[src/rtl/uart_pkg.sv]
// Shared UART definitions: FSM state encoding and default link constants,
// common to the transmitter and the future receiver.
package uart_pkg;

  typedef enum logic [2:0] {
    IDLE,
    START,
    DATA,
    PARITY,
    STOP
  } uart_state_t;

  localparam int CLKS_PER_BIT_115200 = 434;
  localparam int UART_DATA_BITS      = 8;

endpackage

[src/rtl/uart_baud_timer.sv]
// Clearable bit-period counter: counts 0..CLKS_PER_BIT-1 and flags the wrap
// cycle with bit_tick so the owning FSM can advance on the same edge.
module uart_baud_timer
  import uart_pkg::*;
#(
  parameter int CLKS_PER_BIT = CLKS_PER_BIT_115200
) (
  input  logic CLK,
  input  logic nRST,
  input  logic clear,
  output logic bit_tick
);

  localparam int           W    = (CLKS_PER_BIT > 1) ? $clog2(CLKS_PER_BIT) : 1;
  localparam logic [W-1:0] LAST = W'(CLKS_PER_BIT - 1);

  logic [W-1:0] count;

  assign bit_tick = (count == LAST);

  // NOTE: reset is synchronous, so it is just the highest-priority branch of the clocked block.
  always_ff @(posedge CLK) begin
    if (!nRST || clear || bit_tick) begin
      count <= '0;
    end else begin
      count <= count + W'(1);
    end
  end

endmodule

[src/rtl/uart_tx.sv]
// UART transmitter: valid/ready byte intake, LSB-first 8N1 / 8E1 / 8O1 framing,
// registered idle-high serial output and a one-cycle frame-done pulse.
module uart_tx
  import uart_pkg::*;
#(
  parameter int   CLKS_PER_BIT = CLKS_PER_BIT_115200,
  parameter logic PARITY_EN    = 1'b0,
  parameter logic PARITY_ODD   = 1'b0
) (
  input  logic       CLK,
  input  logic       nRST,
  input  logic       tx_valid,
  input  logic [7:0] tx_data,
  output logic       tx_ready,
  output logic       tx_serial,
  output logic       tx_done
);

  localparam logic [2:0] LAST_BIT = 3'(UART_DATA_BITS - 1);

  uart_state_t state;
  logic [7:0]  shreg;
  logic [2:0]  bit_idx;
  logic        parity_bit;
  logic        bit_tick;

  // Holding the timer clear while idle makes acceptance restart the bit period.
  uart_baud_timer #(
    .CLKS_PER_BIT(CLKS_PER_BIT)
  ) u_baud_timer (
    .CLK     (CLK),
    .nRST    (nRST),
    .clear   (state == IDLE),
    .bit_tick(bit_tick)
  );

  // NOTE: every register here is a flop, so all assignments are non-blocking.
  always_ff @(posedge CLK) begin
    if (!nRST) begin
      state      <= IDLE;
      shreg      <= '0;
      bit_idx    <= '0;
      parity_bit <= 1'b0;
      tx_serial  <= 1'b1;
      tx_ready   <= 1'b1;
      tx_done    <= 1'b0;
    end else begin
      tx_done <= 1'b0;
      case (state)
        IDLE: begin
          tx_serial <= 1'b1;
          if (tx_valid && tx_ready) begin
            shreg      <= tx_data;
            parity_bit <= (^tx_data) ^ PARITY_ODD;
            bit_idx    <= '0;
            tx_ready   <= 1'b0;
            tx_serial  <= 1'b0;
            state      <= START;
          end
        end
        START: begin
          if (bit_tick) begin
            tx_serial <= shreg[0];
            state     <= DATA;
          end
        end
        DATA: begin
          if (bit_tick) begin
            if (bit_idx == LAST_BIT) begin
              if (PARITY_EN) begin
                tx_serial <= parity_bit;
                state     <= PARITY;
              end else begin
                tx_serial <= 1'b1;
                state     <= STOP;
              end
            end else begin
              bit_idx   <= bit_idx + 3'd1;
              shreg     <= shreg >> 1;
              tx_serial <= shreg[1];
            end
          end
        end
        PARITY: begin
          if (bit_tick) begin
            tx_serial <= 1'b1;
            state     <= STOP;
          end
        end
        STOP: begin
          if (bit_tick) begin
            tx_ready <= 1'b1;
            tx_done  <= 1'b1;
            state    <= IDLE;
          end
        end
        default: begin
          tx_serial <= 1'b1;
          tx_ready  <= 1'b1;
          state     <= IDLE;
        end
      endcase
    end
  end

endmodule

[config.mk]
export PLATFORM = sky130hd
export DESIGN_NAME = uart_tx
export DESIGN_NICKNAME = d
export VERILOG_FILES = /design/src/rtl/uart_pkg.sv /design/src/rtl/uart_baud_timer.sv /design/src/rtl/uart_tx.sv
export SDC_FILE = /design/constraint.sdc
export NUM_CORES = 1
export LEC_CHECK = 0
export CORE_ASPECT_RATIO = 0.9
export CORE_MARGIN = 2
export CORE_UTILIZATION = 59
export CTS_BUF_LIST = sky130_fd_sc_hd__clkbuf_16
export DETAILED_ROUTE_END_ITERATION = 8
export HOLD_SLACK_MARGIN = 0.02
export PLACE_DENSITY_LB_ADDON = 0.2
export SLEW_MARGIN = 20
export SYNTH_ARGS = -nofsm -noshare
export SYNTH_HDL_FRONTEND = slang
export SYNTH_HIERARCHICAL = 1
export SYNTH_SLANG_ARGS = --single-unit
[constraint.sdc]
create_clock -name CLK -period 3.1 [get_ports CLK]
set_input_delay 0.93 -clock CLK [delete_from_list [all_inputs] [get_ports CLK]]
set_output_delay 0.93 -clock CLK [all_outputs]
set_load 0.01 [all_outputs]
# Word level (Yosys, flattened, before mapping)

Index checks and enable logic that the tools add are counted.

Flip-flop bits (word level): 26
Output and inout bits: 3
Bits of input ports: 11

Equality and inequality tests: 13
Mux-type cells: 24
Add/subtract/negate cells: 2
Reductions and logical operators: 12
Bitwise logic cells: 2

Operators with widths:

| cell                  | count |
|---|---|
| $mux W3               | 9 |
| $mux W8               | 3 |
| $pmux W8 S2           | 1 |
| $pmux W3 S5           | 1 |
| $add A9 B1 Y9 const B | 1 |
| $eq A9 B9 Y1 const B  | 1 |
| $ne A2 B1 Y1 const B  | 4 |
| $reduce_and A4 Y1     | 2 |
| $mux W1               | 7 |
| $eq A3 B2 Y1 const B  | 2 |
| $eq A3 B3 Y1 const B  | 2 |
| $ne A2 B2 Y1 const B  | 3 |
| $pmux W3 S2           | 1 |
| $reduce_and A6 Y1     | 1 |
| $pmux W1 S5           | 1 |
| $add A3 B1 Y3 const B | 1 |
| $eq A3 B1 Y1 const B  | 1 |
| $logic_not A3 Y1      | 1 |
| $pmux W1 S3           | 1 |
| $reduce_and A3 Y1     | 1 |
| $reduce_or A3 Y1      | 1 |
| $logic_or A1 B1 Y1    | 2 |
| $not A1 Y1            | 2 |
| $reduce_and A2 Y1     | 1 |
| other kinds (3)       | 3 |

# Logic depth before layout (Yosys ltp)

Depth after elaboration: 4
Gate-level depth with buffers: 9

# By module

The synthesis kept the hierarchy.

Modules (own cells, without submodules):

| module          | instances | cells each | area each (um^2) | seq. area each (um^2) |
|---|---|---|---|---|
| uart_tx         | 1         | 93         | 898.4            | 340.3 |
| uart_baud_timer | 1         | 46         | 420.4            | 180.2 |

# Least setup slack after synthesis

No wires, ideal clock.

Path type: input to register
From: in tx_valid
To: reg shreg[1]
Library setup time: 0.118 ns
Required time: 2.982 ns
Buffers on the path: 1
Slack: 1.122 ns
Data arrival time: 1.861 ns
Stages on the path: 4
Cell sequence: or3b_1 -> buf_6 -> or3_1 -> o2111a_1

Cells in the longest elaborated chain, start to end: 3

RTL lines:

| what                               | RTL line      | source |
|---|---|---|
| start: declaration                 | uart_tx.sv:12 | `input logic tx_valid,` |
| $logic_and A1 B1 Y1                | uart_tx.sv:52 | `if (tx_valid && tx_ready) begin` |
| $ne A2 B2 Y1 (no source line)      | -             |  |
| $reduce_and A4 Y1 (no source line) | -             |  |
| end signal: assignment             | uart_tx.sv:53 | `shreg <= tx_data;` |
| end signal: assignment             | uart_tx.sv:79 | `shreg <= shreg >> 1;` |
| end: declaration                   | uart_tx.sv:22 | `logic [7:0] shreg;` |

No other way between the ends.
A chain may end at the register's enable or synchronous reset.

# Final worst setup path

Ends and elaborated chain as after synthesis.

==> run metrics <==
status=finished clean; CP bufs+invs=1; fin util=0.727; Post-DRT Antenna Nets=0; Cells after Synth=139; WL/cell=14.9 microns; maximum clock rate=432 MHz; Post-CTS Resized=0; Net Count, Synth=154; dpl cell area=1450 sq um; yosys warns=6; Worst-path clk slew=0.06 ns; antenna violations before repair=0; proportion of layout cells with a drive suffix above 1=0.140; Synth Area in XOR/XNOR=0.0199; Die Span Y=48.9 microns; largest net degree at the start of global routing=19; TritonCTS Sinks=26; type of origin of the critical path=primary input; area share of fa/ha/maj cells after synthesis=0.0380; Core Rows=16; synthesized area per cell=9.49 sq um; die area=2630 sq um; Synth cell types=41; FILL cells=156; most common cell after layout, fill and taps aside=dfxtp_1; largest family of logic cells by synthesized area=simple AND/OR/NAND/NOR gates; non-filler cells, final=177; total CTS buffers=3; DP Cell Count=173; clk_lat worst skew=0.26 ns; vias post-DR=1096; width of the die=53.8 microns; Critical Path End Type=flop; static leakage=0.568 nW; Max Cap Violations=0; drt drc=0; Critical Path Max Stage Delay=0.51 ns; post-synthesis compound-gate area fraction=0.213; clock buffer depth=2; H-tree depth=1; hold crit path type=flop to flop; Seq/Total Area, Yosys=0.395; dominant synthesized flop cell=dfxtp_1; Final setup viols=0; worst vdd ir=506 uV; commonest non-fill, non-tap cells in the layout=dfxtp_1, clkdlybuf4s50_1, nand2_1, nor2_1, nand3_1; Post-CTS Setup Inserts=0; I/O Pins=14; worst hold slack=0.467 ns; Setup TNS=0 ns; number of vias per cell=6.19; final hold viol count=0; gpl congestion=0.827; CP cell instances=clkdlybuf4s50_1, or3b_1, or3_1, o2111a_1; Max-slew headroom=0.614; CP top delay family=simple AND/OR/NAND/NOR gates; post-DP HPWL=1.87 mm; number of DRC markers in iteration 0=34; Total Nets Final=166; Post-Syn Area=1320 sq um; CP Data Arrival Time=2.47 ns; #FFs+latches synth=26; crit path max fanout=9; CP required=3.26 ns; Slew @ Worst Pin=0.578 ns; hold buffer count at CTS=0; first-pass GRT wire length=4.56 mm; Area Overhead vs Synth=18.1%; Slew Viols, Final=0; final period utilization=0.746; total routed wirelength=2.65 mm; cell area after layout=1560 sq um; simple logic cell fraction of the synthesized area=0.229; crit path kind=primary input to flop; Root Buffer=clkbuf_16; gr usage total=0.236; slowest CP cell=clkdlybuf4s50_1; Initial Util=0.616; port buffer count=13; number of detailed-route iterations in the first pass=4; CORE AREA=2140 sq um; Ant. Diodes=0; Post-synth EDFFs=0; remaining global-route overflow=0; crit path time final=2.31 ns; RSZ-0062 raised after global routing=no; vias in the first global route=1038; asr flop ratio synth=0; TritonCTS clock tree=yes; mux share of post-synthesis cell area=0.0541; Final Skew=0.00496 ns; pwr dens=596 nW/um^2
-- layer usage --
layer / vias up / share of wire / global-route usage
li1: 539 / - / -
met1: 525 / 0.46 / 0.323
met2: 27 / 0.49 / 0.356
met3: 5 / 0.043 / 0.0644
met4: 0 / 0.0083 / 0.0769
met5: - / 0 / 0
-- where the power goes --
group	internal [mW]	leakage, nW	switching [mW]	total (mW)
logic	0.0860	0.304	0.0716	0.158
registers	0.362	0.212	0.0312	0.393
clock network	0.257	0.0511	0.120	0.377
-- metrics by stage --
stage	worst slack, ns	power (mW)
floorplan	1.12	0.514
global placement	0.554	0.549
detailed placement	0.524	0.557
finish	0.787	0.928
CTS	0.795	0.932
global route	0.748	0.966
-- state kept, by name, indices dropped and copies added (netlist names) --
signal	flops
tx_serial	1
u_baud_timer/count	9
state	3
shreg	8
bit_idx	3
tx_done	1
tx_ready	1
-- worst min-delay path: stages (launching register included) --
cell	delay [ns]
dfxtp_1	0.31
nand2_1	0.05
mux2i_1	0.05
-- cell type report --
cell class	count	area [sq um]	area share
clock inverter	1	30.0	0.0193
clock buffer	3	75.1	0.0482
inverter	4	15.0	0.00964
timing repair buffer	16	153	0.0980
multi-input combinational	100	731	0.469
tap	27	33.8	0.0217
sequential	26	520	0.334
-- path summary, 6_finish.rpt --
| kind | cells past startpoint | start | slack (ns) | endpoint |
|---|---|---|---|---|
| worst max register to register | 7 | u_baud_timer/count[2] | 1.13 | bit_idx[2] |
| worst min register to register | 2 | shreg[7] | 0.47 | shreg[7] |
| worst min-delay path | 2 | shreg[7] | 0.47 | shreg[7] |
| worst max-delay path | 4 | tx_valid | 0.79 | shreg[1] |
-- kinds of logic (layout without fill, tap and decap cells) --
family	count (synthesis)	after routing
and+or+nand+nor	54	54
DFF	26	26
AOI/OAI and AO/OA	32	32
adders and majority gates	4	4
muxes	7	7
xor gates and xnor gates	3	3
buffers and inverters	13	24
-- cells in the mapped netlist, types with 2 or more instances --
cell      number  area share
o31a_2         3       0.023
mux2i_1        6       0.046
inv_1          4       0.011
nor4b_1        2       0.013
buf_2          3       0.011
nand2_1       10       0.028
nand3_1        8       0.030
nor3_1         4       0.015
nand2b_1       2      0.0095
clkbuf_1       4       0.011
a21oi_1        4       0.015
dfxtp_1       26        0.39
nor2_1         8       0.023
o21ai_0        4       0.015
nand3b_1       5       0.028
xor2_1         2       0.013
or3_1          5       0.024
nor2b_1        2      0.0095
o221a_2        6       0.051
buf_6          2       0.017
nand4_1        2      0.0095
ha_1           4       0.038
o31a_1         5       0.033
Power figures use the tool's default switching activity.
